==> config.mk <==
export PLATFORM = sky130hd
export DESIGN_NAME = mem_access_unit
export DESIGN_NICKNAME = d
export VERILOG_FILES = /design/src/rtl/mem_access_unit_pkg.sv /design/src/rtl/mem_acc_lat_cnt.sv /design/src/rtl/mem_access_unit.sv
export SDC_FILE = /design/constraint.sdc
export NUM_CORES = 1
export LEC_CHECK = 0
export CORE_UTILIZATION = 37
export CTS_CLUSTER_DIAMETER = 60
export DETAILED_ROUTE_END_ITERATION = 8
export GPL_TIMING_DRIVEN = 0
export PLACE_DENSITY_LB_ADDON = 0.12
export REMOVE_ABC_BUFFERS = 1
export SLEW_MARGIN = 20
export SYNTH_ARGS = -nofsm -noshare
export SYNTH_HDL_FRONTEND = slang
export SYNTH_SLANG_ARGS = --single-unit
==> constraint.sdc <==
create_clock -name clk -period 1.5 [get_ports clk]
set_clock_uncertainty 0.2 [all_clocks]
set_input_delay 0.3 -clock clk [delete_from_list [all_inputs] [get_ports clk]]
set_output_delay 0.3 -clock clk [all_outputs]
set_load 0.05 [all_outputs]
==> src/rtl/mem_access_unit_pkg.sv <==
// Shared types for the load/store sequencer: FSM encoding, counter width,
// and the datapath width taken from DATA_WIDTH (32 when not supplied).
`ifndef DATA_WIDTH
`define DATA_WIDTH 32
`endif

package mem_access_unit_pkg;

    localparam int DATA_W        = `DATA_WIDTH;
    localparam int MEM_ACC_CNT_W = 4;

    typedef enum logic [1:0] {
        IDLE     = 2'd0,
        RD_ISSUE = 2'd1,
        RD_WAIT  = 2'd2,
        WR_ISSUE = 2'd3
    } state_t;

endpackage

==> src/rtl/mem_acc_lat_cnt.sv <==
// Read-latency counter: clear/increment with a terminal flag one
// cycle before the configured latency is reached.
module mem_acc_lat_cnt
    import mem_access_unit_pkg::*;
#(
    parameter int READ_LATENCY = 1
) (
    input  logic clk,
    input  logic rst,
    input  logic clr,
    input  logic inc,
    output logic term
);

    logic [MEM_ACC_CNT_W-1:0] cnt;

    always_ff @(posedge clk) begin
        if (rst || clr) begin
            cnt <= '0;
        end else if (inc) begin
            cnt <= cnt + MEM_ACC_CNT_W'(1);
        end
    end

    assign term = (cnt == MEM_ACC_CNT_W'(READ_LATENCY - 1));

endmodule

==> src/rtl/mem_access_unit.sv <==
// Load/store sequencer in front of mem_controller.
// Optional MEM_ACC_POSTED_WR_EN: stores complete in one cycle from IDLE.
module mem_access_unit
    import mem_access_unit_pkg::*;
#(
    parameter int READ_LATENCY = 1,
    parameter int DW           = DATA_W
) (
    input  logic          clk,
    input  logic          rst,
    input  logic          req_valid,
    output logic          req_ready,
    input  logic          req_we,
    input  logic [DW-1:0] req_addr,
    input  logic [DW-1:0] req_wdata,
    output logic          resp_valid,
    output logic [DW-1:0] resp_rdata,
    output logic          busy,
    output logic          mc_ren,
    output logic          mc_wen,
    output logic [DW-1:0] mc_address,
    output logic [DW-1:0] mc_wdata,
    input  logic [DW-1:0] mc_rdata
);

    state_t state;
    state_t state_nxt;
    logic   accept;
    logic   cnt_clr;
    logic   cnt_inc;
    logic   cnt_term;
    logic   rd_done;
    logic   wr_done;

    assign req_ready = (state == IDLE) && !rst;
    assign busy      = (state != IDLE);
    assign accept    = req_valid && req_ready;
    assign rd_done   = (state == RD_WAIT) && cnt_term;

`ifdef MEM_ACC_POSTED_WR_EN
    assign wr_done = accept && req_we;
`else
    assign wr_done = (state == WR_ISSUE);
`endif

    always_comb begin
        state_nxt = state;
        cnt_clr   = 1'b0;
        cnt_inc   = 1'b0;
        unique case (state)
            IDLE: begin
                if (accept && !req_we) begin
                    state_nxt = RD_ISSUE;
                end else if (accept) begin
`ifdef MEM_ACC_POSTED_WR_EN
                    state_nxt = IDLE;
`else
                    state_nxt = WR_ISSUE;
`endif
                end
            end
            RD_ISSUE: begin
                state_nxt = RD_WAIT;
                cnt_clr   = 1'b1;
            end
            RD_WAIT: begin
                cnt_inc = 1'b1;
                if (cnt_term) begin
                    state_nxt = IDLE;
                end
            end
            WR_ISSUE: begin
                state_nxt = IDLE;
            end
            default: begin
                state_nxt = IDLE;
            end
        endcase
    end

    // Strobes are registered off the accept so they are glitch-free
    // and identical in timing for posted and non-posted stores.
    always_ff @(posedge clk) begin
        if (rst) begin
            state      <= IDLE;
            mc_ren     <= 1'b0;
            mc_wen     <= 1'b0;
            resp_valid <= 1'b0;
            mc_address <= '0;
            mc_wdata   <= '0;
            resp_rdata <= '0;
        end else begin
            state      <= state_nxt;
            mc_ren     <= accept && !req_we;
            mc_wen     <= accept && req_we;
            resp_valid <= rd_done || wr_done;
            if (accept) begin
                mc_address <= req_addr;
                mc_wdata   <= req_wdata;
            end
            if (rd_done) begin
                resp_rdata <= mc_rdata;
            end
        end
    end

    mem_acc_lat_cnt #(
        .READ_LATENCY(READ_LATENCY)
    ) u_lat_cnt (
        .clk (clk),
        .rst (rst),
        .clr (cnt_clr),
        .inc (cnt_inc),
        .term(cnt_term)
    );

endmodule

Word-level counts from Yosys, hierarchy flattened
Index checks and enable logic that the tools add are counted.
W data, S select, Z words.
{ "totals": {"register_bits": 105, "out_inout_bits": 101} }
{ "classes": {"n_reduce_logical": 13, "mux": 6, "eq_ne": 5, "n_addsub": 1} }
{ "op_table": {"columns": ["op", "n"], "rows": [
  ["$pmux W2 S4", 1],
  ["$mux W2", 3],
  ["$logic_and A1 B1 Y1", 5],
  ["$add A4 B1 Y4 const B", 1],
  ["$eq A2 B2 Y1 const B", 2],
  ["$logic_not A4 Y1", 1],
  ["$ne A3 B2 Y1 const B", 1],
  ["$eq A2 B1 Y1 const B", 1],
  ["$logic_not A1 Y1", 2],
  ["$logic_not A2 Y1", 1],
  ["$logic_or A1 B1 Y1", 2],
  ["$mux W1", 2],
  ["$ne A2 B2 Y1 const B", 1],
  ["$reduce_and A2 Y1", 1],
  ["$reduce_bool A2 Y1", 1]
]} }

Longest topological paths before layout
{ "depth": {"word_depth": 6, "ltp_mapped": 7, "mapped_depth_nobuf": 5} }

Hierarchy
Synthesis repeated with hierarchy kept, for this count alone.
{ "hier_totals": {"hier_cells": 457, "area_unflattened_um2": 4783.3} }
{ "modules_own_cells": {"columns": ["module", "instances", "seq_area_each_um2", "cells_per_inst", "area_per_inst_um2"], "rows": [
  ["mem_access_unit", 1, 2021.9, 436, 4578.1],
  ["mem_acc_lat_cnt", 1, 80.1, 21, 205.2]
]} }

Worst setup path after synthesis
No wires, ideal clock.
{ "synth_path": {"path_kind": "reg-to-output", "startpoint": "register state[1]", "endpoint": "output port req_ready", "t_required_ns": 1.000, "arrival_time_ns": 1.481, "stages_incl_launch_ff": 3, "n_path_buf": 0, "slack_ns": -0.481, "path_cell_list": "dfxtp_1 -> or2_2 -> nor2_1"} }
{ "synth_between": {"elab_chain_len": 2} }
{ "synth_rtl": {"columns": ["element", "line_no", "text"], "rows": [
  ["start: declaration", "mem_access_unit.sv:26", "state_t state;"],
  ["start signal: assignment", "mem_access_unit.sv:93", "state <= state_nxt;"],
  ["$logic_not A2 Y1", "mem_access_unit.sv:35", "assign req_ready = (state == IDLE) && !rst;"],
  ["$logic_and A1 B1 Y1", "mem_access_unit.sv:35", null],
  ["end: declaration", "mem_access_unit.sv:12", "output logic req_ready,"]
]} }
No other way between the ends.

Final worst setup path
Same ends and word-level chain as after synthesis.

==> out/results.ini <==
[timing]
finalHoldViolCount=0
post-route-min-period_ns=1.709
maxSlewViolCount=0
tightestPinTransition_ns=0.3135
timing.hold.ws_ns=0.1728
final-setup-viol-count=83
fmaxAchievable_mhz=585.2
final_min_period_over_clock_period=1.139
finalWorstSetupSlack_ns=-0.2088
max_slew_margin=0.7901
rsz0062_at_grt=yes

[placed_design]
detailed_place_hpwl_um=7732
placed_area_um2=6355
gp_routability_congestion=0.7048
port_buffers=200

[critical_path]
timing.critical_path.to_type=primary output
critPathKind=flip-flop to primary output
worst-endpoint-arrival_ns=1.21
timing.critical_path.slowest_stage_cell=sky130_fd_sc_hd__dfxtp_4
required_time_at_the_endpoint_of_the_critical_path_ns=1.00
start_kind=flip-flop
crit_path_cell_trace=or2_4 -> nor2_4 -> buf_8
worst-path-max-fanout=4
worst_path_largest_cell_delay_ns=0.36

[cts]
htree_num_levels=3
cts_max_path_buffers=2
cts.root.buffer_cell=sky130_fd_sc_hd__clkbuf_16
insertion_delay_ns=0.34
cts_tree=built
cts_num_sinks=105
cts.clk_slew.worst_paths_ns=0.06
holdBufCountCts=0
numCtsBuffers=9

[synthesis]
synth.yosys.warnings=0
synth_commonest_cells=sky130_fd_sc_hd__nand2b_1, sky130_fd_sc_hd__dfxtp_1, sky130_fd_sc_hd__nand2_1
synth_sequential_area_ratio=0.4959
yosys.area.top_type=sky130_fd_sc_hd__dfxtp_1
synthMostInstantiatedCell=sky130_fd_sc_hd__nand2b_1
syn_avg_cell_area_um2=9.156
mappedNetlistArea_um2=4239
mapped_cells=463
yosysTopAreaCellShare=0.4959
postSynth.topFlopCell=sky130_fd_sc_hd__dfxtp_1
number_of_flops_mapped_to_enable_cells_by_yosys=0
synthTopCellsByArea=sky130_fd_sc_hd__dfxtp_1, sky130_fd_sc_hd__nand2b_1, sky130_fd_sc_hd__mux2i_1, sky130_fd_sc_hd__o21ai_0, sky130_fd_sc_hd__nand2_1
synth_cell_types=31
ys_ff_latch=105
async_reset_ff_frac=0

[drt]
detail_route.first_pass.iterations=4
antenna_left=0
drt_wl_total_um=13360
wl_per_cell_um=15.96
drt_iter0_drc=114
vias=4053
detail_routed_via_count_per_cell=4.842
detail_route.drc_violations=0

[final_layout]
filler_cell_count=851
layout.cell_area.non_filler_um2=7465
finish.utilization=0.6797
antenna_diode_instance_count=0
nets=794
regArea_um2=2113
drive_above_1_share=0.4103
layout-area-overhead-vs-synth_pct=76.09
multi_input_area_um2=2427

[global_routing]
track_usage=0.2133
via_count_of_the_first_global_routing_pass=4027
maximum_number_of_pins_on_one_net_before_global_route_repair=48
grt_pass1_wl_um=19270
grt-ovfl-total=0
number_of_antenna_violations_at_the_first_check_in_global_routing=0

[floorplan]
num_io_pins=201
die_height_um=109.0
die_x_um=109.0
rows=38
floorplan.core_area_um2=10980
start_util=0.3860
die_outline_area_um2=11890

[power_and_ir_drop]
p_leak_uw=0.003270
p_per_area_nw_per_um2=1062
irDropWorstVdd_mv=0.5757

[outcome]
outcome=finished with violations
failed_checks=setup timing

[run]
drv_cap=0

[hold_path]
hold_class=input port to flip-flop

where the power goes:
part,switching (µW),total [µW],leakage (µW),internal [µW]
Sequential,117,3130,0.000863,3010
Combinational,1420,2430,0.00227,1000
Clock,1030,2370,0.000142,1340
cells in the final DEF (no fill, tap or decap), drive strengths merged, types with 2 or more instances in the layout:
master	netlist	routed
bufbuf	0	2
clkbuf	19	25
nand2	65	65
inv	2	2
clkinv	0	2
mux2i	32	32
ha	2	2
buf	16	139
a31oi	2	2
nand2b	129	129
nor3b	4	4
dfxtp	105	105
nor2	4	4
clkinvlp	0	2
nand3	2	2
clkdlybuf4s50	0	97
a21oi	4	4
o21ai	64	64
what timing repair did:
item,4_1_cts,5_1_grt
buffers inserted,30,7
cloned,11,6
gates resized for setup,651,133
endpoints found under the setup margin,202,109
pin swaps,50,43
worst max-delay path: cells and delay by family (launching register included):
kind	cells	cell delay, ns
AND/OR/NAND/NOR	2	0.36
flip-flops	1	0.36
buffers and inverters	1	0.15
final cells by class:
cell class              count  area share
clock buffers              11     0.03252
repair buffers            253      0.3274
well taps                 140     0.02347
inverters                   2    0.001006
multi-input cells         321      0.3252
flip-flops and latches    105      0.2831
clock inverters             5    0.007375
kinds of logic (layout without fill, tap and decap cells):
group / after synthesis / in the layout / share of synthesized area
muxes: 33 / 33 / 0.07822
xor gates and xnor gates: 1 / 1 / 0.002066
buffers and inverters: 37 / 271 / 0.04840
and+or+nand+nor: 213 / 213 / 0.2822
adders and majority gates: 2 / 2 / 0.005902
DFF: 105 / 105 / 0.4959
AOI/OAI and AO/OA: 72 / 72 / 0.08737
path summary, 6_finish.rpt:
path / cells past startpoint / slack (ns) / endpoint / start
setup reg to reg: 7 / -0.18 / mc_wdata[22] / state[1]
setup / recovery: 3 / -0.21 / req_ready / state[1]
hold reg to reg: 2 / 0.27 / resp_rdata[7] / resp_rdata[7]
hold / removal: 3 / 0.17 / state[1] / req_valid
through the flow:
step | power (µW) | setup slack, ns | TNS, ns | std cells
2_1_floorplan | 4355 | -2.338 | -185.88 | 428
3_3_place_gp | 5187 | -6.839 | -565.86 | 768
3_5_place_dp | 5235 | -1.279 | -92.08 | 777
4_1_cts | 7814 | -0.2243 | -11.09 | 833
5_1_grt | 8219 | -0.2466 | -13.65 | 837
6_report | 7926 | -0.2088 | -9.169 | 837
metal layers:
metal  wire length (µm)  up-vias  GRT usage  part of all wire
li1                   -     1964          -                 -
met1               5328     1898     0.2304              0.40
met2               6467      159     0.3693              0.48
met4                452        0     0.1129             0.034
met3               1108       32    0.06874             0.083
met5                  0        -          0                 0
registers in the layout, indices dropped and copies added (netlist names):
name           cells
resp_valid         1
resp_rdata        32
u_lat_cnt.cnt      4
mc_address        32
mc_ren             1
state              2
mc_wdata          32
mc_wen             1
Note: power is estimated with default switching activity, not from simulation.
